[config.mk]
export PLATFORM = sky130hd
export DESIGN_NAME = btn_updown_counter
export DESIGN_NICKNAME = d
export VERILOG_FILES = /design/src/rtl/btn_updown_counter.sv
export SDC_FILE = /design/constraint.sdc
export NUM_CORES = 1
export LEC_CHECK = 0
export CAP_MARGIN = 40
export CORE_MARGIN = 8
export CORE_UTILIZATION = 52
export DETAILED_ROUTE_END_ITERATION = 16
export GPL_ROUTABILITY_DRIVEN = 1
export PLACE_DENSITY = 0.74
export SLEW_MARGIN = 15
export SYNTH_ARGS = -nofsm -noshare
export SYNTH_HDL_FRONTEND = slang
export SYNTH_SLANG_ARGS = --single-unit
[constraint.sdc]
create_clock -name clk -period 2.24 [get_ports clk]
set_input_delay 0.224 -clock clk [delete_from_list [all_inputs] [get_ports clk]]
set_output_delay 0.224 -clock clk [all_outputs]
set_load 0.01 [all_outputs]
[src/rtl/btn_updown_counter.sv]
// Two-button up/down counter: per-button sync, debounce, arming and press FSM feeding a
// wrap/saturate counter with LED image. Define BTN_REPEAT_EN to enable hold-to-auto-repeat.
//
// state    | meaning
// S_IDLE   | released, or not yet armed since reset; waits for a debounced press
// S_DELAY  | (BTN_REPEAT_EN) pressed, counting down to the first auto-repeat
// S_REPEAT | (BTN_REPEAT_EN) pressed, emitting an event every repeat period
// S_HELD   | (no BTN_REPEAT_EN) pressed, waiting for release
module btn_updown_counter #(
    parameter int CLK_HZ          = 27_000_000,
    parameter int WIDTH           = 6,
    parameter int DEBOUNCE_MS     = 10,
    parameter int REPEAT_DELAY_MS = 500,
    parameter int REPEAT_RATE_MS  = 100,
    parameter int SATURATE        = 0,
    parameter int BTN_ACTIVE_LOW  = 1,
    parameter int LED_ACTIVE_LOW  = 1
) (
    input  logic             clk,
    input  logic             rst_n,
    input  logic             btn_up,
    input  logic             btn_dn,
    input  logic             clr,
    output logic [WIDTH-1:0] count,
    output logic [WIDTH-1:0] led,
    output logic             step,
    output logic             at_limit
);

    localparam int DB_CYC = CLK_HZ / 1000 * DEBOUNCE_MS;
    localparam int RD_CYC = CLK_HZ / 1000 * REPEAT_DELAY_MS;
    localparam int RR_CYC = CLK_HZ / 1000 * REPEAT_RATE_MS;
    localparam int DBW    = $clog2(DB_CYC + 1);
    localparam logic [DBW-1:0]   DB_LOAD  = DBW'(DB_CYC - 1);
    localparam logic             IDLE_LVL = (BTN_ACTIVE_LOW != 0);
    localparam logic [WIDTH-1:0] CNT_MAX  = '1;

    if (WIDTH < 2 || WIDTH > 16 || DB_CYC < 1 || RD_CYC < 1 || RR_CYC < 1) begin : g_bad_param
        $error("btn_updown_counter: invalid parameter set");
    end

`ifdef BTN_REPEAT_EN
    localparam int TMAX = (RD_CYC > RR_CYC) ? RD_CYC : RR_CYC;
    localparam int TW   = $clog2(TMAX + 1);
    localparam logic [TW-1:0] RD_LOAD = TW'(RD_CYC - 1);
    localparam logic [TW-1:0] RR_LOAD = TW'(RR_CYC - 1);
    typedef enum logic [1:0] {S_IDLE = 2'd0, S_DELAY = 2'd1, S_REPEAT = 2'd2} state_t;
`else
    typedef enum logic {S_IDLE = 1'b0, S_HELD = 1'b1} state_t;
`endif

    logic [1:0]       btn_raw;
    logic [1:0]       ev;
    logic [WIDTH-1:0] count_nx;

    assign btn_raw = {btn_dn, btn_up};

    for (genvar gi = 0; gi < 2; gi++) begin : g_btn
        logic           sync_a, sync_b, pressed, db, armed, ev_q, ev_nx;
        logic [1:0]     fill;
        logic [DBW-1:0] db_cnt;
        state_t         state, state_nx;
`ifdef BTN_REPEAT_EN
        logic [TW-1:0]  timer, timer_nx;
`endif

        assign pressed = sync_b ^ IDLE_LVL;

        // Arm only once a valid synchronised sample shows the button released, so a
        // button held through reset cannot produce an event until pressed again.
        always_ff @(posedge clk or negedge rst_n) begin
            if (!rst_n) begin
                sync_a <= IDLE_LVL;
                sync_b <= IDLE_LVL;
                fill   <= 2'b00;
                db     <= 1'b0;
                db_cnt <= DB_LOAD;
                armed  <= 1'b0;
            end else begin
                sync_a <= btn_raw[gi];
                sync_b <= sync_a;
                fill   <= {fill[0], 1'b1};
                if (pressed == db) begin
                    db_cnt <= DB_LOAD;
                end else if (db_cnt == '0) begin
                    db     <= pressed;
                    db_cnt <= DB_LOAD;
                end else begin
                    db_cnt <= db_cnt - 1'b1;
                end
                if (fill[1] && !pressed && !db) armed <= 1'b1;
            end
        end

        always_ff @(posedge clk or negedge rst_n) begin
            if (!rst_n) begin
                state <= S_IDLE;
                ev_q  <= 1'b0;
`ifdef BTN_REPEAT_EN
                timer <= '0;
`endif
            end else begin
                state <= state_nx;
                ev_q  <= ev_nx;
`ifdef BTN_REPEAT_EN
                timer <= timer_nx;
`endif
            end
        end

        always_comb begin
            state_nx = state;
            ev_nx    = 1'b0;
`ifdef BTN_REPEAT_EN
            timer_nx = timer;
            case (state)
                S_IDLE: if (armed && db) begin
                    ev_nx    = 1'b1;
                    state_nx = S_DELAY;
                    timer_nx = RD_LOAD;
                end
                S_DELAY: if (!db) begin
                    state_nx = S_IDLE;
                end else if (timer == '0) begin
                    ev_nx    = 1'b1;
                    state_nx = S_REPEAT;
                    timer_nx = RR_LOAD;
                end else begin
                    timer_nx = timer - 1'b1;
                end
                S_REPEAT: if (!db) begin
                    state_nx = S_IDLE;
                end else if (timer == '0) begin
                    ev_nx    = 1'b1;
                    timer_nx = RR_LOAD;
                end else begin
                    timer_nx = timer - 1'b1;
                end
                default: state_nx = S_IDLE;
            endcase
`else
            case (state)
                S_IDLE: if (armed && db) begin
                    ev_nx    = 1'b1;
                    state_nx = S_HELD;
                end
                S_HELD: if (!db) state_nx = S_IDLE;
                default: state_nx = S_IDLE;
            endcase
`endif
        end

        assign ev[gi] = ev_q;
    end

    // Simultaneous up and down events cancel.
    always_comb begin
        count_nx = count;
        if (clr) begin
            count_nx = '0;
        end else if (ev[0] && !ev[1]) begin
            if (!(SATURATE != 0 && count == CNT_MAX)) count_nx = count + 1'b1;
        end else if (ev[1] && !ev[0]) begin
            if (!(SATURATE != 0 && count == '0)) count_nx = count - 1'b1;
        end
    end

    always_ff @(posedge clk or negedge rst_n) begin
        if (!rst_n) begin
            count <= '0;
            step  <= 1'b0;
        end else begin
            count <= count_nx;
            step  <= (count_nx != count);
        end
    end

    assign led      = (LED_ACTIVE_LOW != 0) ? ~count : count;
    assign at_limit = (count == '0) || (count == CNT_MAX);

endmodule

==> flow_summary.toml <==
[clocking]
clk_pin_slew_ns = 0.07
cts_root_buffer = "clkbuf_8"
ctsHtreeMaxLevel = 3
cts_buffers = 9
cts_buffer_depth = 2
cts_tree = "done"
clkSinkCount = 59
clk_latency_ns = 0.33

[timing]
drv_slew = 0
period_share = 0.988
holdWs_ns = 0.302
setup_tns_ns = 0
setup_viol = 0
skew_ns = 0.00646
max_freq_mhz = 452
rsz0062_at_grt = "yes"
finalHoldViolCount = 0
period_needed_ns = 2.21

[logic_synthesis]
async_reset_ff_frac = 1.00
yosysUniqueCellTypes = 47
syn-num-nets = 282
yosys_warnings = 0
synth_common_cells = "dfrtp_1 (33), nor2_1 (29), dfstp_2 (26)"
synth_largest_area_cell = "dfrtp_1"
synth-edff-count = 0
ys_seq_area_frac = 0.536
avgSynthCellArea_sq_um = 10.4
synth.most_common_cell = "dfrtp_1"
synth_area_leaders = "dfrtp_1 (29%), dfstp_2 (24%), xnor2_1 (4.7%)"
synth_top_area_share = 0.293
synth-seq-cells = 59
netlist_area_sq_um = 2820
syn_inst = 270
ys.flop_type = "dfrtp_1"

[detailed_routing]
drc = 0
dr.pass1.iters = 4
ant_nets = 0
viasPerCell = 5.43
vias = 2057
routedWlPerCell_um = 14.1
drtIter0Drc = 99
routed_wl_mm = 5.34

[critical_path]
worstPathArrival_ns = 2.47
startpoint_type = "flip-flop"
crit_type = "reg -> reg"
endpoint_kind = "flip-flop"
crit_path_max_fanout = 8
required_ns = 2.50

[layout]
instances_no_fill = 379
drive_gt1_frac = 0.223
n_antenna_cell = 0
nets = 316
fin_area_sq_um = 3350
area_delta_synth_final_pct = 18.9

[global_routing]
grt_usage = 0.154
antenna_found_initial = 0
grt-ovfl-total = 0
grt_max_degree = 60
grt_pass1_vias = 2126
grt_pass1_wl_mm = 9.54

[floorplanning]
die_width_um = 89.6
die_area_sq_um = 8030
start_util = 0.545
die_h_um = 89.6
io_pins = 19
core_area_sq_um = 5170
rows = 26

[placed_design]
place_hpwl_mm = 3.64
globalplace.congestion = 0.782
placed_area_sq_um = 3130
io_buffers = 18
place_inst = 359

[pwr]
power_w = 0.00202
powerDensity_nw_per_um2 = 603
peakVddDrop_uv = 484
p_leak_nw = 1.34

[hold_path]
worstHoldPathType = "in -> reg"

[flow_run]
drv_cap = 0

[outcome]
outcome = "complete, no violations"
-- final cells by class --
type                    instances  area [sq um]
fillers                       408          1820
flip-flops and latches         59          1510
multi-input cells             189          1230
repair buffers                 33           300
clock buffers                  14           163
well taps                      70          87.6
inverters                      12          45.0
clock inverters                 2          10.0
-- per-stage QoR --
step / worst slack, ns / util
6_report: 0.0272 / 0.648
5_1_grt: -0.0243 / 0.648
3_5_place_dp: 0.0470 / 0.605
3_3_place_gp: 0.0915 / 0.605
4_1_cts: 0.0364 / 0.641
2_1_floorplan: 0.0615 / -
-- cell usage in the layout, fill, tap and decap left out, types with 10 or more instances in the layout --
cell type and n:
xnor2_1 15, clkdlybuf4s50_1 17, nor2_1 29, nand2_1 24
clkbuf_8 11, xor2_1 10, inv_1 12, buf_4 12
dfstp_2 26, dfrtp_1 33, or4_1 10
-- critical path: stages, from the launching register on --
cell and delay (ns):
dfstp_2 0.37, or4_4 0.55, or4_4 0.55, or4_4 0.53
a21oi_2 0.15
-- power by group --
group	switching (W)	internal, W	leakage, nW	total, W
combinational	0.0000482	0.0000286	0.535	0.0000768
clock	0.000380	0.000459	0.0905	0.000839
sequential	0.0000126	0.00109	0.719	0.00111
total	0.000441	0.00158	1.34	0.00202
-- sequential cells by signal, indices dropped and copies added (netlist names) --
register and count:
g_btn.fill 2, g_btn.db 2, g_btn.sync_a 2, g_btn.db_cnt 38, step 1, g_btn.armed 2
g_btn.ev_q 2, g_btn.state 2, count 6, g_btn.sync_b 2
-- per-layer routing --
layer | vias to the layer above | part of all wire | track usage
met5 | - | 0 | 0
met4 | 0 | 0.0069 | 0.0680
met3 | 4 | 0.051 | 0.0537
met2 | 30 | 0.48 | 0.246
met1 | 1002 | 0.46 | 0.183
li1 | 1021 | - | -
-- final timing paths --
kind                       slack, ns  cells after the start                 from             endpoint
max reg2reg                     0.03                      4  g_btn[1].db_cnt[10]  g_btn[1].db_cnt[17]
min                             0.30                      1               btn_up      g_btn[0].sync_a
max in group asynchronous       1.50                      3                rst_n   g_btn[0].db_cnt[5]
max                             0.03                      4  g_btn[1].db_cnt[10]  g_btn[1].db_cnt[17]
min in group asynchronous       0.43                      3                rst_n  g_btn[1].db_cnt[15]
min reg2reg                     0.35                      0     g_btn[1].fill[0]     g_btn[0].fill[1]
-- cells by family after synthesis --
| family | synth area share |
|---|---|
| mux | 0.0111 |
| compound gates | 0.0973 |
| xor+xnor | 0.0777 |
| fa+ha+maj | 0.0311 |
| buf+inv | 0.0315 |
| flops | 0.536 |
| simple gates | 0.214 |
| other cells | 0.00133 |
-- timing repair --
action,4_1_cts,5_1_grt
buffers inserted,0,3
setup endpoints to repair,0,3
resized for setup,0,4
hold buffers,1,0
hold endpoints to repair,33,0
No activity file was read; power rests on OpenSTA's default activity.
